[config.mk]
export PLATFORM = sky130hd
export DESIGN_NAME = seq_mult_param
export DESIGN_NICKNAME = d
export VERILOG_FILES = /design/src/rtl/mult_pkg.sv /design/src/rtl/add_sub_ext.sv /design/src/rtl/seq_mult_param.sv
export SDC_FILE = /design/constraint.sdc
export NUM_CORES = 1
export LEC_CHECK = 0
export ABC_AREA = 1
export CAP_MARGIN = 20
export CORE_ASPECT_RATIO = 1.1
export CORE_UTILIZATION = 49
export DETAILED_ROUTE_END_ITERATION = 10
export PLACE_DENSITY = 0.76
export SYNTH_ARGS = -nofsm -noshare
export SYNTH_HDL_FRONTEND = slang
export SYNTH_HIERARCHICAL = 1
export SYNTH_SLANG_ARGS = --single-unit
[constraint.sdc]
create_clock -name Clk -period 2.7 [get_ports Clk]
set_clock_uncertainty 0.05 [all_clocks]
set_input_delay 0.27 -clock Clk [delete_from_list [all_inputs] [get_ports Clk]]
set_output_delay 0.27 -clock Clk [all_outputs]
set_load 0.005 [all_outputs]
[src/rtl/mult_pkg.sv]
// Shared types and sizing helpers for the sequential add-shift multiplier.
package mult_pkg;

  typedef enum logic [1:0] {
    IDLE  = 2'd0,
    ADD   = 2'd1,
    SHIFT = 2'd2,
    HOLD  = 2'd3
  } mult_state_t;

  // Counter must reach WIDTH itself, hence one bit beyond $clog2.
  function automatic int cnt_w(input int width);
    return $clog2(width) + 1;
  endfunction

endpackage

[src/rtl/add_sub_ext.sv]
// (WIDTH+1)-bit extend-and-add/subtract; the extra bit keeps the full result,
// including the most-negative operand case.
module add_sub_ext #(
  parameter int WIDTH = 8
) (
  input  logic [WIDTH-1:0] A,
  input  logic [WIDTH-1:0] S,
  input  logic             Sub,
  input  logic             SignedMode,
  output logic [WIDTH:0]   sum
);

  function automatic logic signed [WIDTH:0] ext(input logic [WIDTH-1:0] v,
                                                input logic is_signed);
    return {is_signed & v[WIDTH-1], v};
  endfunction

  logic signed [WIDTH:0] a_ext;
  logic signed [WIDTH:0] s_ext;
  logic signed [WIDTH:0] res;

  always_comb begin
    a_ext = ext(A, SignedMode);
    s_ext = ext(S, SignedMode);
    res   = Sub ? (a_ext - s_ext) : (a_ext + s_ext);
    sum   = res;
  end

endmodule

[src/rtl/seq_mult_param.sv]
// WIDTH-bit sequential add-shift multiplier, signed or unsigned; product
// accumulates in {A,B} with X as the extension bit.
import mult_pkg::*;

module seq_mult_param #(
  parameter int WIDTH = 8
) (
  input  logic             Clk,
  input  logic             Reset,
  input  logic [WIDTH-1:0] Din,
  input  logic             ClearXA_LoadB,
  input  logic             Execute,
  input  logic             SignedMode,
  output logic [WIDTH-1:0] Aval,
  output logic [WIDTH-1:0] Bval,
  output logic             X,
  output logic             M,
  output logic             Busy,
  output logic             Done
);

  localparam int CW = cnt_w(WIDTH);
  localparam logic [CW-1:0] LAST_BIT = CW'(WIDTH - 1);
  localparam logic [CW-1:0] FULL_CNT = CW'(WIDTH);

  mult_state_t state_q, state_d;

  logic [WIDTH-1:0] a_q, b_q, s_q;
  logic             x_q, mode_q;
  logic [CW-1:0]    cnt_q;
  logic [CW-1:0]    cnt_inc;
  logic             sub;
  logic [WIDTH:0]   sum;

  assign cnt_inc = cnt_q + 1'b1;
  // The last multiplier bit carries negative weight in two's complement.
  assign sub     = mode_q & (cnt_q == LAST_BIT);

  add_sub_ext #(.WIDTH(WIDTH)) u_add_sub (
    .A          (a_q),
    .S          (s_q),
    .Sub        (sub),
    .SignedMode (mode_q),
    .sum        (sum)
  );

  always_ff @(posedge Clk or posedge Reset) begin
    if (Reset) state_q <= IDLE;
    else       state_q <= state_d;
  end

  always_comb begin
    state_d = state_q;
    case (state_q)
      IDLE:    if (!ClearXA_LoadB && Execute) state_d = ADD;
      ADD:     state_d = SHIFT;
      SHIFT:   state_d = (cnt_inc == FULL_CNT) ? HOLD : ADD;
      HOLD:    if (!Execute) state_d = IDLE;
      default: state_d = IDLE;
    endcase
  end

  always_ff @(posedge Clk or posedge Reset) begin
    if (Reset) begin
      a_q    <= '0;
      b_q    <= '0;
      s_q    <= '0;
      x_q    <= 1'b0;
      mode_q <= 1'b0;
      cnt_q  <= '0;
    end else begin
      case (state_q)
        IDLE: begin
          if (ClearXA_LoadB) begin
            b_q <= Din;
            a_q <= '0;
            x_q <= 1'b0;
          end else if (Execute) begin
            s_q    <= Din;
            mode_q <= SignedMode;
            a_q    <= '0;
            x_q    <= 1'b0;
            cnt_q  <= '0;
          end
        end
        ADD: begin
          if (b_q[0]) {x_q, a_q} <= sum;
        end
        SHIFT: begin
          {x_q, a_q, b_q} <= {mode_q & x_q, x_q, a_q, b_q[WIDTH-1:1]};
          cnt_q           <= cnt_inc;
        end
        default: ;
      endcase
    end
  end

  assign Aval = a_q;
  assign Bval = b_q;
  assign X    = x_q;
  assign M    = b_q[0];
  assign Busy = (state_q == ADD) || (state_q == SHIFT);
  assign Done = (state_q == HOLD);

endmodule
== Yosys cells after proc, flatten, opt, wreduce, memory -nomap -nowiden ==
Cells that the tools add are included.

* Register bits: 32
* Output and inout bits: 20
* Word-level logic and storage cells: 56

* Add/sub/neg operators: 3
* Eq/ne operators: 12
* Multiplexer cells: 18
* Bitwise gates (word level): 5
* Reduce and logical (&&, ||, !) cells: 11

{| class="wikitable"
|+ Operator list
! cell !! number
|-
| $mux 8 || 4
|-
| $pmux 8 s3 || 1
|-
| $pmux 8 s2 || 1
|-
| $ne 2x2->1 const B || 6
|-
| $add 9x9->9 || 1
|-
| $mux 9 || 1
|-
| $reduce_and 3->1 || 3
|-
| $sub 9x9->9 || 1
|-
| $mux 4 || 2
|-
| $pmux 2 s4 || 1
|-
| $pmux 4 s2 || 1
|-
| $mux 2 || 3
|-
| $add 4x1->4 const B || 1
|-
| $and 1x1->1 || 4
|-
| $eq 2x2->1 const B || 2
|-
| $eq 4x3->1 const B || 1
|-
| $eq 4x4->1 const B || 1
|-
| $reduce_and 2->1 || 2
|-
| $mux 1 || 3
|-
| $ne 3x3->1 const B || 1
|-
| $pmux 1 s3 || 1
|-
| $reduce_bool 3->1 || 1
|-
| $eq 2x1->1 const B || 1
|-
| $logic_not 2->1 || 1
|-
| other kinds (5) || 5
|}

== Logic depth before layout (Yosys ltp) ==
* Word-level depth: 5
* Mapped depth: 21
* Mapped depth without buffers: 21

== Cells and area by module ==
Netlist, hierarchy kept.

{| class="wikitable"
|+ By module, submodules not included
! module !! times used !! cells each !! area an instance (µm²) !! sequential area each (µm²)
|-
| seq_mult_param || 1 || 183 || 1625.3 || 800.8
|-
| add_sub_ext || 1 || 119 || 654.4 || 0.0
|}

== Worst setup path before layout ==
Ideal clock, no wire load.

* Path type: register to register
* Start point: register cnt_q[0]
* End point: register a_q[6] (netlist: Aval[6])
* Data arrival time: 2627 ps
* Data required time: 2524 ps
* Setup slack: -103 ps
* Stages on the path, launching flop included: 18
* Path buffers: 0
* Clock period less this slack: 2803 ps
* Cell sequence: dfrtp_1 ha_1 inv_1 nor4_1 inv_2 nand2_1 xor2_1 inv_1 ha_1 a21oi_2 nand2_2 nand2_2 nand2_2 xor2_2 nand2_1 o21ai_0 nand2_1 o21ai_0

* Word-level cells in the longest chain between the ends: 5

{| class="wikitable"
|+ RTL lines
! what !! line !! text
|-
| start, declared || seq_mult_param.sv:30 || <nowiki>logic [CW-1:0] cnt_q;</nowiki>
|-
| start signal, assigned || seq_mult_param.sv:91 || <nowiki>cnt_q <= cnt_inc;</nowiki>
|-
| $eq 4x3->1 || seq_mult_param.sv:37 || <nowiki>assign sub = mode_q & (cnt_q == LAST_BIT);</nowiki>
|-
| $and 1x1->1 || seq_mult_param.sv:37 ||
|-
| named net sub || seq_mult_param.sv:32 || <nowiki>logic sub;</nowiki>
|-
| $mux 9 || add_sub_ext.sv:25 || <nowiki>res = Sub ? (a_ext - s_ext) : (a_ext + s_ext);</nowiki>
|-
| named net sum[6] || seq_mult_param.sv:33 || <nowiki>logic [WIDTH:0] sum;</nowiki>
|-
| $mux 8 || seq_mult_param.sv:87 || <nowiki>if (b_q[0]) {x_q, a_q} <= sum;</nowiki>
|-
| $pmux 8 s3 || seq_mult_param.sv:72 || <nowiki>case (state_q)</nowiki>
|-
| end signal, assigned || seq_mult_param.sv:87 ||
|-
| end signal, assigned || seq_mult_param.sv:90 || <nowiki>{x_q, a_q, b_q} <= {mode_q & x_q, x_q, a_q, b_q[WIDTH-1:1]};</nowiki>
|-
| end, declared || seq_mult_param.sv:28 || <nowiki>logic [WIDTH-1:0] a_q, b_q, s_q;</nowiki>
|}

The timed path passes the listed nets, and every way through them passes these cells. The select of a mux whose other input is x is not followed.
A chain may end at the register's enable or synchronous reset.

== Worst setup path in the final report ==
* Start point: register cnt_q[1]
* End point: register a_q[7] (netlist: Aval[7])

The elaborated chain is that of the path after synthesis.

==> run metrics <==
Final Instance Area 2814 um^2; I/O pin cnt 33; worst-case reg-to-reg path depth 16; n_diodes 0; worst vdd ir 0.0008138 V; largest net degree at the start of global routing 33; Setup crit start kind flop; met3 wire length 224 um; Worst Setup EP Aval[7]; Die W 67.04 um; CTS sink cnt 32; register area 800.8 um^2; crit path kind flop to flop; Clock Pin Slew Worst Setup and Hold Paths 0.07 ns; crit-path max FO 4; Tcrit/Tclk final 0.9277; DR vias 2067; status finished, final reports clean; CTS buffer count 5; P&R area growth vs syn 23.44%; top cells by area, synth dfrtp_1, nand2_1, ha_1, inv_1, o21ai_0; clock buffer depth 2; Yosys cell types 36; vias in the first global route 1828; number of port buffers 32; worst r2r dst Aval[7]; wire per inst 12.98 um; endpoints failing setup 0; cell area after synthesis 2280 um^2; met2 wire len 2.619 mm; die area 4929 um^2; H-Tree Depth 2; DIE HEIGHT 73.54 um; Tightest Pin Transition 0.4679 ns; DR pass1 iterations 4; CP Data Arrival Time 2.61 ns; Min-Delay Path Class input port to asynchronous set/reset pin; Worst Setup End Kind flop; Final nets 373; max_slew headroom 0.6869; Seq/Total Area, Yosys 0.3513; r2r startpoint cnt_q[1]; DRC 0; Clock Tree Root clkbuf_8; GRT overflow 0; initial DRC count 86; top sig layer met4; top-area cell type share of the netlist area 0.3513; FP Rows 25; FF+latch count, synth 32; max_cap viols 0; Syn Inst Count 302; critical path required time 2.80 ns; first-pass GRT wire length 8.369 mm; Slew Viols, Final 0; placed inst area 2664 um^2; Initial Utilization 0.5206; proportion of layout cells with a drive suffix above 1 0.1541; FFs w/ async S/R, synth 1.000; antenna violations before repair 0; CTS tree yes; Setup TNS 0 ns; clk_lat worst skew 0.28 ns; Ys Warns 6; GRT Util Overall 0.2298; endpoints failing hold 0; Multi-input gate area 1270 um^2; top_reg_cell synth dfrtp_1; Fmax 0.3992 GHz; setup slack, reg-to-reg 0.20 ns; syn nets 331; core area 4379 um^2; worst setup path startpoint cnt_q[1]; minimum clock period 2.505 ns; wl on met1 2.292 mm; HPWL Detailed 3.773 mm; Power Dens Cells 1304 nW/um^2; Synth area leader dfrtp_1; Pleak 1.408 nW; Placer Congestion 0.9044; Vias/cell 5.193; WHS 0.3230 ns; syn_area_per_cell 7.549 um^2; Antenna Nets Post-Route 0; fillers 396; Post-Route WL 5.165 mm; number of synthesized flops with an enable pin 0
==> synthesized netlist by cell type (4+ instances only) <==
cell type / number
a31oi_1: 6
nand3_1: 17
nor2_1: 20
dfrtp_1: 32
inv_1: 44
nand2_2: 4
xor2_1: 5
inv_2: 9
nand2_1: 85
a21oi_1: 7
mux2_2: 8
ha_1: 15
o21ai_0: 18
==> through the flow <==
step                cells  setup slack, ns  total power [W]  utilization
finish                398           0.1952         0.003671       0.6426
global route          398         -0.02049         0.004015       0.6426
floorplan             302           0.1214         0.002537            -
global placement      387           0.1232         0.003130       0.6083
CTS                   394          0.01991         0.003614       0.6303
detailed placement    387          0.04749         0.003189       0.6083
==> routing by layer <==
layer  vias up  track usage
met1       978       0.3029
met4         0      0.07092
met2        47       0.3756
li1       1040            -
met3         2      0.04658
met5         -            0
==> worst min-delay path by stage <==
stage | startpoint | end | slack, ns
detailed placement | cnt_q[1] | cnt_q[1] | 0.50
global placement | cnt_q[1] | cnt_q[1] | 0.48
floorplan | Reset | Aval[0] | 0.34
global route | Reset | Bval[4] | 0.39
CTS | Reset | X | 0.34
finish | Reset | Bval[2] | 0.32
==> logic make-up after synthesis <==
group | share of synthesized area
and+or+nand+nor | 0.2574
adders and majority gates | 0.09111
buffers and inverters | 0.1048
AOI/OAI and AO/OA | 0.1213
DFF | 0.3513
muxes | 0.04391
xor gates and xnor gates | 0.03019
==> registers in the layout, indices dropped and copies added (netlist names) <==
register and flops:
state_q 2, Bval 8, X 1, s_q 8, cnt_q 4, Aval 8, mode_q 1
==> report_power, final <==
group	leakage, nW	switching [W]	internal (W)	total, W
clock network	0.0503	0.000174	0.000227	0.000401
registers	0.396	0.000222	0.000700	0.000922
logic	0.962	0.00133	0.00102	0.00235
total	1.41	0.00172	0.00195	0.00367
==> layout make-up <==
type,count,share of cell area
clock buffer,7,0.03424
inverter,53,0.07070
multi-input combinational,212,0.4513
sequential,32,0.2846
tap,54,0.02401
timing repair buffer,40,0.1352
==> timing repair <==
item | 4_1_cts | 5_1_grt
setup buffers | 0 | 4
resized for setup | 0 | 3
endpoints found under the setup margin | 0 | 6
hold buffers | 0 | 0
==> cell usage in the layout, fill, tap and decap left out, types with 2 or more instances in the layout <==
master / instances
xor2_1: 5
nor2_2: 3
o21ai_1: 3
a31oi_2: 2
inv_1: 44
nor2_1: 20
a31oi_1: 6
nand4_1: 2
inv_2: 9
ha_1: 14
buf_4: 8
nand3_1: 17
nand2_2: 4
clkdlybuf4s50_1: 32
o21ai_2: 2
mux2_2: 8
nand3_2: 2
nand2_1: 85
a21oi_2: 2
clkbuf_8: 7
o21ai_0: 18
a21oi_1: 7
dfrtp_1: 32
==> critical path: stages, from the launching register on <==
cell      delay, ns
dfrtp_1        0.36
ha_1           0.16
inv_1          0.08
nor4_4         0.18
buf_4          0.18
nor2_1         0.05
xor2_1         0.14
ha_1           0.35
a21o_1         0.21
a21boi_1       0.17
nand2_1        0.07
nand2_1        0.05
nand2_1        0.05
nand2_1        0.04
o21ai_0        0.07
nand2_1        0.07
o21ai_0        0.08
No activity file was read; power rests on OpenSTA's default activity.
